### config.mk
export PLATFORM = sky130hd
export DESIGN_NAME = instruction_sequencer
export DESIGN_NICKNAME = d
export VERILOG_FILES = /design/src/rtl/instruction_sequencer.sv
export SDC_FILE = /design/constraint.sdc
export NUM_CORES = 1
export LEC_CHECK = 0
export ABC_CLOCK_PERIOD_IN_PS = 5700
export CORE_MARGIN = 2
export CORE_UTILIZATION = 45
export CTS_CLUSTER_DIAMETER = 50
export CTS_CLUSTER_SIZE = 10
export DETAILED_ROUTE_END_ITERATION = 8
export GPL_TIMING_DRIVEN = 0
export PLACE_DENSITY = 0.8
export SLEW_MARGIN = 20
export SYNTH_ARGS = -nofsm -noshare
export SYNTH_HDL_FRONTEND = slang
export SYNTH_SLANG_ARGS = --single-unit
export TNS_END_PERCENT = 100
### constraint.sdc
create_clock -name iCLK -period 5.7 [get_ports iCLK]
set_input_delay 0.57 -clock iCLK [delete_from_list [all_inputs] [get_ports iCLK]]
set_output_delay 0.57 -clock iCLK [all_outputs]
set_load 0.05 [all_outputs]
### src/rtl/instruction_sequencer.sv
// instruction_sequencer: multi-cycle FETCH/DECODE/EXEC/MEM/WB control FSM
// for the instruction-type mux/ALU datapath, with one instruction in flight.
// Optional feature macro: SEQ_PERF_COUNTERS_EN (cycle/instret counters).
module instruction_sequencer #(
    parameter logic [31:0] RESET_PC    = 32'h0000_0000,
    parameter int unsigned MEM_TIMEOUT = 8
) (
    input  logic        iCLK,
    input  logic        iRST,
    output logic        oIMEM_REQ,
    output logic [31:0] oIMEM_ADDR,
    input  logic        iIMEM_ACK,
    input  logic [31:0] iIMEM_DATA,
    output logic [31:0] oIR,
    output logic [6:0]  oOpcode,
    output logic [2:0]  oALU_SEL,
    input  logic [31:0] iALU_OUT,
    input  logic        iBR_TAKEN,
    output logic        oDMEM_REQ,
    output logic        oDMEM_WE,
    input  logic        iDMEM_ACK,
    output logic        oRF_WE,
    output logic        oRETIRE,
    output logic        oILLEGAL,
    output logic [31:0] oCYCLE_CNT,
    output logic [31:0] oINSTRET_CNT
);

    localparam int unsigned XLEN  = 32;
    localparam int unsigned CNT_W = 8;
    localparam int unsigned SEL_W = 3;

    localparam logic [SEL_W-1:0] SEL_R  = 3'd0;
    localparam logic [SEL_W-1:0] SEL_I1 = 3'd1;
    localparam logic [SEL_W-1:0] SEL_I2 = 3'd2;
    localparam logic [SEL_W-1:0] SEL_S  = 3'd3;
    localparam logic [SEL_W-1:0] SEL_B  = 3'd4;
    localparam logic [SEL_W-1:0] SEL_J1 = 3'd5;
    localparam logic [SEL_W-1:0] SEL_J2 = 3'd6;
    localparam logic [SEL_W-1:0] SEL_U  = 3'd7;

    typedef enum logic [2:0] {
        FETCH  = 3'd0,
        DECODE = 3'd1,
        EXEC   = 3'd2,
        MEM    = 3'd3,
        WB     = 3'd4,
        TRAP   = 3'd5
    } state_t;

    state_t             state, stateNext;
    logic [XLEN-1:0]    pc, pcNext;
    logic [XLEN-1:0]    npc, npcNext;
    logic [XLEN-1:0]    irNext;
    logic [SEL_W-1:0]   selNext;
    logic [CNT_W-1:0]   waitCnt, waitNext;
    logic [XLEN-1:0]    target;
    logic               timedOut;
    logic               imemReqNext, dmemReqNext, dmemWeNext;
    logic               rfWeNext, retireNext, illegalNext;

    assign oIMEM_ADDR = pc;
    assign oOpcode    = oIR[6:0];
    // The ack cycle that would be the last allowed one still counts as success.
    assign timedOut   = (waitCnt == CNT_W'(MEM_TIMEOUT - 1));

    // Next-state, datapath-register and registered-output next values
    always_comb begin
        stateNext = state;
        pcNext    = pc;
        npcNext   = npc;
        irNext    = oIR;
        selNext   = oALU_SEL;
        waitNext  = waitCnt;
        target    = pc + 32'd4;

        case (state)
            FETCH: begin
                if (iIMEM_ACK) begin
                    irNext    = iIMEM_DATA;
                    stateNext = DECODE;
                end else if (timedOut) begin
                    stateNext = TRAP;
                end else begin
                    waitNext = waitCnt + CNT_W'(1);
                end
            end
            DECODE: begin
                stateNext = EXEC;
                case (oIR[6:0])
                    7'h33:   selNext = SEL_R;
                    7'h13:   selNext = SEL_I1;
                    7'h03:   selNext = SEL_I2;
                    7'h23:   selNext = SEL_S;
                    7'h63:   selNext = SEL_B;
                    7'h6F:   selNext = SEL_J1;
                    7'h67:   selNext = SEL_J2;
                    7'h37:   selNext = SEL_U;
                    default: stateNext = TRAP;
                endcase
            end
            EXEC: begin
                if ((oALU_SEL == SEL_B && iBR_TAKEN) || oALU_SEL == SEL_J1) begin
                    target = iALU_OUT;
                end else if (oALU_SEL == SEL_J2) begin
                    target = iALU_OUT & ~32'h1;
                end
                // Misaligned targets trap without touching the PC.
                if (target[1:0] != 2'b00) begin
                    stateNext = TRAP;
                end else begin
                    npcNext   = target;
                    stateNext = (oALU_SEL == SEL_I2 || oALU_SEL == SEL_S) ? MEM : WB;
                end
            end
            MEM: begin
                if (iDMEM_ACK) begin
                    stateNext = WB;
                end else if (timedOut) begin
                    stateNext = TRAP;
                end else begin
                    waitNext = waitCnt + CNT_W'(1);
                end
            end
            WB: begin
                pcNext    = npc;
                stateNext = FETCH;
            end
            TRAP:    stateNext = TRAP;
            default: stateNext = TRAP;
        endcase

        if (stateNext != state) begin
            waitNext = '0;
        end

        imemReqNext = (stateNext == FETCH);
        dmemReqNext = (stateNext == MEM);
        dmemWeNext  = (stateNext == MEM) && (selNext == SEL_S);
        rfWeNext    = (stateNext == WB) && (selNext != SEL_S) && (selNext != SEL_B);
        retireNext  = (stateNext == WB);
        illegalNext = oILLEGAL || (stateNext == TRAP);
    end

    // State, datapath registers and registered outputs
    always_ff @(posedge iCLK) begin
        if (iRST) begin
            state     <= FETCH;
            pc        <= RESET_PC;
            npc       <= RESET_PC;
            oIR       <= '0;
            oALU_SEL  <= '0;
            waitCnt   <= '0;
            oIMEM_REQ <= 1'b1;
            oDMEM_REQ <= 1'b0;
            oDMEM_WE  <= 1'b0;
            oRF_WE    <= 1'b0;
            oRETIRE   <= 1'b0;
            oILLEGAL  <= 1'b0;
        end else begin
            state     <= stateNext;
            pc        <= pcNext;
            npc       <= npcNext;
            oIR       <= irNext;
            oALU_SEL  <= selNext;
            waitCnt   <= waitNext;
            oIMEM_REQ <= imemReqNext;
            oDMEM_REQ <= dmemReqNext;
            oDMEM_WE  <= dmemWeNext;
            oRF_WE    <= rfWeNext;
            oRETIRE   <= retireNext;
            oILLEGAL  <= illegalNext;
        end
    end

`ifdef SEQ_PERF_COUNTERS_EN
    logic [31:0] cycleCnt, instretCnt;

    // Running cycle and retired-instruction counters, frozen while trapped
    always_ff @(posedge iCLK) begin
        if (iRST) begin
            cycleCnt   <= '0;
            instretCnt <= '0;
        end else begin
            if (state != TRAP) begin
                cycleCnt <= cycleCnt + 32'd1;
            end
            if (oRETIRE) begin
                instretCnt <= instretCnt + 32'd1;
            end
        end
    end

    assign oCYCLE_CNT   = cycleCnt;
    assign oINSTRET_CNT = instretCnt;
`else
    assign oCYCLE_CNT   = '0;
    assign oINSTRET_CNT = '0;
`endif

endmodule

; ---- Word level (Yosys, flattened, before mapping)
; Index checks and enable logic that the tools add are counted.
[totals]
register_bits = 116
in_bits = 69
out_inout_bits = 144
elab_cells = 74
[classes]
add_sub_neg = 2
n_eq_ne = 27
n_mux = 16
bitwise = 1
reduce_logical = 16
[ops]
columns = op, n
row1 = $mux W32, 3
row2 = $add A32 B3 Y32 const B, 1
row3 = $mux W8, 3
row4 = $pmux W3 S8, 1
row5 = $eq A7 B6 Y1 const B, 3
row6 = $eq A7 B7 Y1 const B, 3
row7 = $mux W3, 7
row8 = $eq A3 B2 Y1 const B, 6
row9 = $eq A3 B3 Y1 const B, 6
row10 = $pmux W8 S2, 1
row11 = $pmux W3 S5, 1
row12 = $add A8 B1 Y8 const B, 1
row13 = $eq A8 B3 Y1 const B, 1
row14 = $reduce_or A8 Y1, 1
row15 = $eq A7 B2 Y1 const B, 1
row16 = $eq A7 B5 Y1 const B, 1
row17 = $logic_not A3 Y1, 2
row18 = $logic_and A1 B1 Y1, 4
row19 = $ne A2 B2 Y1 const B, 2
row20 = $reduce_and A2 Y1, 2
row21 = $reduce_bool A2 Y1, 2
row22 = $eq A3 B1 Y1 const B, 1
row23 = $logic_or A1 B1 Y1, 3
row24 = $ne A3 B2 Y1 const B, 1
row25 = 5 further kinds, 5

; ---- Depth between registers and ports, before layout
[logic_depth]
word_depth = 11
ltp_mapped = 8
depth_no_buf = 7

; ---- Worst setup path after synthesis
; OpenSTA, ideal clock, no wires.
[synth_timing]
path_kind = register to register
startpoint = register pc[2] (netlist: oIMEM_ADDR[2])
endpoint = register npc[14]
arrival_ns = 2.157
setup_slack_ns = 3.478
path_stages_with_launch = 8
synth_period_minus_slack_ns = 2.222
cell_sequence = dfxtp_1 ha_1 nand4_2 or4_4 xor2_1 a211oi_1 a21oi_1 nor2_1
[synth_between]
elab_chain_cells = 4
[synth_lines]
columns = element, line
row1 = "start, declared", 52  ; logic [XLEN-1:0] pc, pcNext;
row2 = "start signal, assigned", 162  ; pc <= pcNext;
row3 = $add A32 B3 Y32, 75  ; target = pc + 32'd4;
row4 = $mux W32, 105  ; end else if (oALU_SEL == SEL_J2) begin
row5 = $mux W32, 103  ; if ((oALU_SEL == SEL_B && iBR_TAKEN) || oALU_SEL == SEL_J1) begin
row6 = $mux W32, 77  ; case (state)
row7 = "end signal, assigned", 163  ; npc <= npcNext;
row8 = "end, declared", 53  ; logic [XLEN-1:0] npc, npcNext;
; Every way passes these cells. The select of a mux whose other input is x is not followed.
; A chain may end at the register's enable or synchronous reset.

; ---- Final worst setup path
[layout_timing]
startpoint = register oIR[5]
endpoint = output oOpcode[5]
[layout_lines]
columns = element, line
row1 = "start, declared", 14  ; output logic [31:0] oIR,
row2 = "start signal, assigned", 164  ; oIR <= irNext;
row3 = "end, declared", 15  ; output logic [6:0] oOpcode,
; No word-level cell between the ends.

==> out/results.ini <==
[global_route]
grt_max_degree = 17
grt_overflow = 0
grt_pass1_vias = 5334
grt_pass1_wl_um = 26600
grt_use_total_pct = 23.5
antenna_found_initial = 0

[place]
hpwl_um = 12100
portBuffers = 147
routabilityCongestion = 0.861
dpl_cell_area_mm2 = 0.00789
pre_cts_slack_ns = 2.94

[job]
max_cap_violations = 0

[drt]
drt-pass1-iter-count = 7
drt_wl_total_um = 16700
drtIter0Drc = 464
drc = 0
vias_per_cell = 5.01
wl_per_cell_um = 14.2
via_count = 5869
postRouteAntennaNets = 0

[timing]
setup_viol = 0
drv_slew = 0
grt_setup_unrepaired = no
whs_ns = 0.446
finalCriticalPeriod_ns = 2.45
fin_ws_ns = 3.25
fmax_ghz = 0.407
tns_ns = 0
worstMarginPinSlew_ns = 0.825
hold_viol_final = 0
period_share_pct = 43.1
finClkSkew_ns = 0.00767
relSlewSlack_pct = 44.5

[synthesis]
ys_ff_latch = 116
syn_area_mm2 = 0.00596
synth_edf_count = 0
synth.area.top_cells = dfxtp_1, nand2_1, buf_4, a21oi_1, nor2_1
ys.flop_type = dfxtp_1
yosysWarnings = 0
seq_area_frac_synth_pct = 38.9
synth_top_area_share_pct = 38.9
synth_top_area_cell = dfxtp_1
ys_async_sr_fraction_pct = 0
post_synth_inst_count = 755
yosys.cell_types.count = 73
synth_area_per_cell_um2 = 7.90

[floorplan]
die_x_um = 119
core_region_area_mm2 = 0.0131
die_h_um = 119
start_util_pct = 45.6
fp.dieArea_mm2 = 0.0142
io_pins = 213
std_cell_rows = 42

[pwr]
p_int_mw = 1.61
powerDensity_mw_per_mm2 = 271
seq_power_share_pct = 37.3
p_total_mw = 2.28
combPwrFrac_pct = 20.1
power_switching_mw = 0.673
netSwitchingFraction_pct = 29.5
ir_drop_uv = 221
p_leak_nw = 3.26
p_clk_share_pct = 42.6

[final_layout]
fin_area_mm2 = 0.00844
final_cell_mix = nand2_1, clkdlybuf4s50_1, dfxtp_1
layout.nets = 1055
diodes = 0
drive_above_1_share_pct = 13.1
final_common_cell = nand2_1
area.growth.synth_to_final_pct = 41.4

[clocking]
tritoncts = yes
root_buffer = clkbuf_16
cts_buffers = 17
ctsHoldBuffers = 0
clock_sinks = 116
path_clk_slew_ns = 0.05
cts.path.max_buffers = 2
post_cts_buffers = 0
post_cts_resized = 0
cts_max_level = 4
worstSkewPairLatency_ns = 0.42

[worst_hold_path]
hp-class = flip-flop to flip-flop

[setup_path]
worstSetupPathType = flip-flop to primary output
end_kind = primary output
startpoint_type = flip-flop
arrival_ns = 1.88
critPathMaxFanout = 8
cp.required_ns = 5.13

[outcome]
status = complete, no violations

through the flow:
stage          util [%]  std cells
6_report           64.5       1172
4_1_cts            64.5       1172
3_5_place_dp       60.3       1141
5_1_grt            64.5       1172
2_1_floorplan         -        818
3_3_place_gp       60.3       1141
power groups by stage:
stage / sequential (mW) / combinational (mW) / clock (mW)
3_5_place_dp: 0.868 / 0.457 / 0
4_1_cts: 0.852 / 0.458 / 0.980
5_1_grt: 0.854 / 0.486 / 1.02
3_3_place_gp: 0.868 / 0.454 / 0
2_1_floorplan: 0.941 / 0.250 / 0
6_report: 0.852 / 0.459 / 0.973
Yosys cell counts (3+ instances only):
| master | instances |
|---|---|
| nand2b_1 | 4 |
| o211ai_1 | 7 |
| a31oi_1 | 4 |
| and3_1 | 7 |
| nor2_1 | 54 |
| xor2_1 | 21 |
| o22ai_1 | 3 |
| a211o_1 | 5 |
| and2_1 | 5 |
| inv_1 | 7 |
| o221ai_1 | 3 |
| xnor2_1 | 15 |
| buf_2 | 5 |
| nand4_1 | 10 |
| o21ai_0 | 5 |
| a21o_1 | 3 |
| nand3_1 | 24 |
| o21ai_1 | 13 |
| clkbuf_1 | 32 |
| a21oi_1 | 90 |
| nand2_1 | 169 |
| and4_1 | 4 |
| a211oi_1 | 10 |
| nor3_1 | 11 |
| dfxtp_1 | 116 |
| buf_4 | 72 |
cells by family after synthesis:
kind of cell	count (synthesis)	share of synthesized area (%)
other	1	0.0629
AOI/OAI and AO/OA	162	16.8
buffers and inverters	124	13.1
adders and majority gates	2	0.419
xor gates and xnor gates	36	5.29
muxes	1	0.168
and+or+nand+nor	313	25.2
DFF	116	38.9
final cells by class:
| cell class | instances | area (um^2) |
|---|---|---|
| plain buffers | 114 | 742 |
| clock buffers | 27 | 523 |
| clock inverters | 4 | 20.0 |
| fillers | 1138 | 4650 |
| inverters | 10 | 37.5 |
| multi-input cells | 578 | 3100 |
| flip-flops and latches | 116 | 2320 |
| well taps | 176 | 220 |
| repair buffers | 147 | 1470 |
flip-flops by register name, summed over array words and instances (netlist names):
signal	cells
oDMEM_REQ	1
oRETIRE	1
oIMEM_REQ	1
oIMEM_ADDR	32
oDMEM_WE	1
oRF_WE	1
waitCnt	8
oILLEGAL	1
oALU_SEL	3
oIR	32
state	3
npc	32
path summary, 6_finish.rpt:
check | slack [ns] | depth (start not counted) | start | endpoint
worst max-delay path | 3.25 | 2 | oIR[5]$_SDFFE_PP0P_ | oOpcode[5]
worst min-delay path | 0.45 | 2 | npc[1]$_SDFFE_PP0P_ | oIMEM_ADDR[1]$_SDFFE_PP0N_
worst max register to register | 3.31 | 7 | waitCnt[0]$_SDFFE_PP0P_ | waitCnt[4]$_SDFFE_PP0P_
worst min register to register | 0.45 | 2 | npc[1]$_SDFFE_PP0P_ | oIMEM_ADDR[1]$_SDFFE_PP0N_
per-layer routing:
| layer | vias to the layer above | global-route usage, % | wire, um |
|---|---|---|---|
| met3 | 32 | 7.81 | 1510 |
| met5 | - | 0 | 0 |
| met4 | 0 | 8.85 | 351 |
| met2 | 255 | 38.8 | 7990 |
| li1 | 2890 | - | - |
| met1 | 2692 | 28.5 | 6820 |
worst max-delay path, cell delays in order (launching register included):
cell and delay, ns:
dfxtp_1 0.51, buf_4 0.17, clkdlybuf4s50_1 0.79
Note: power is estimated with default switching activity, not from simulation.
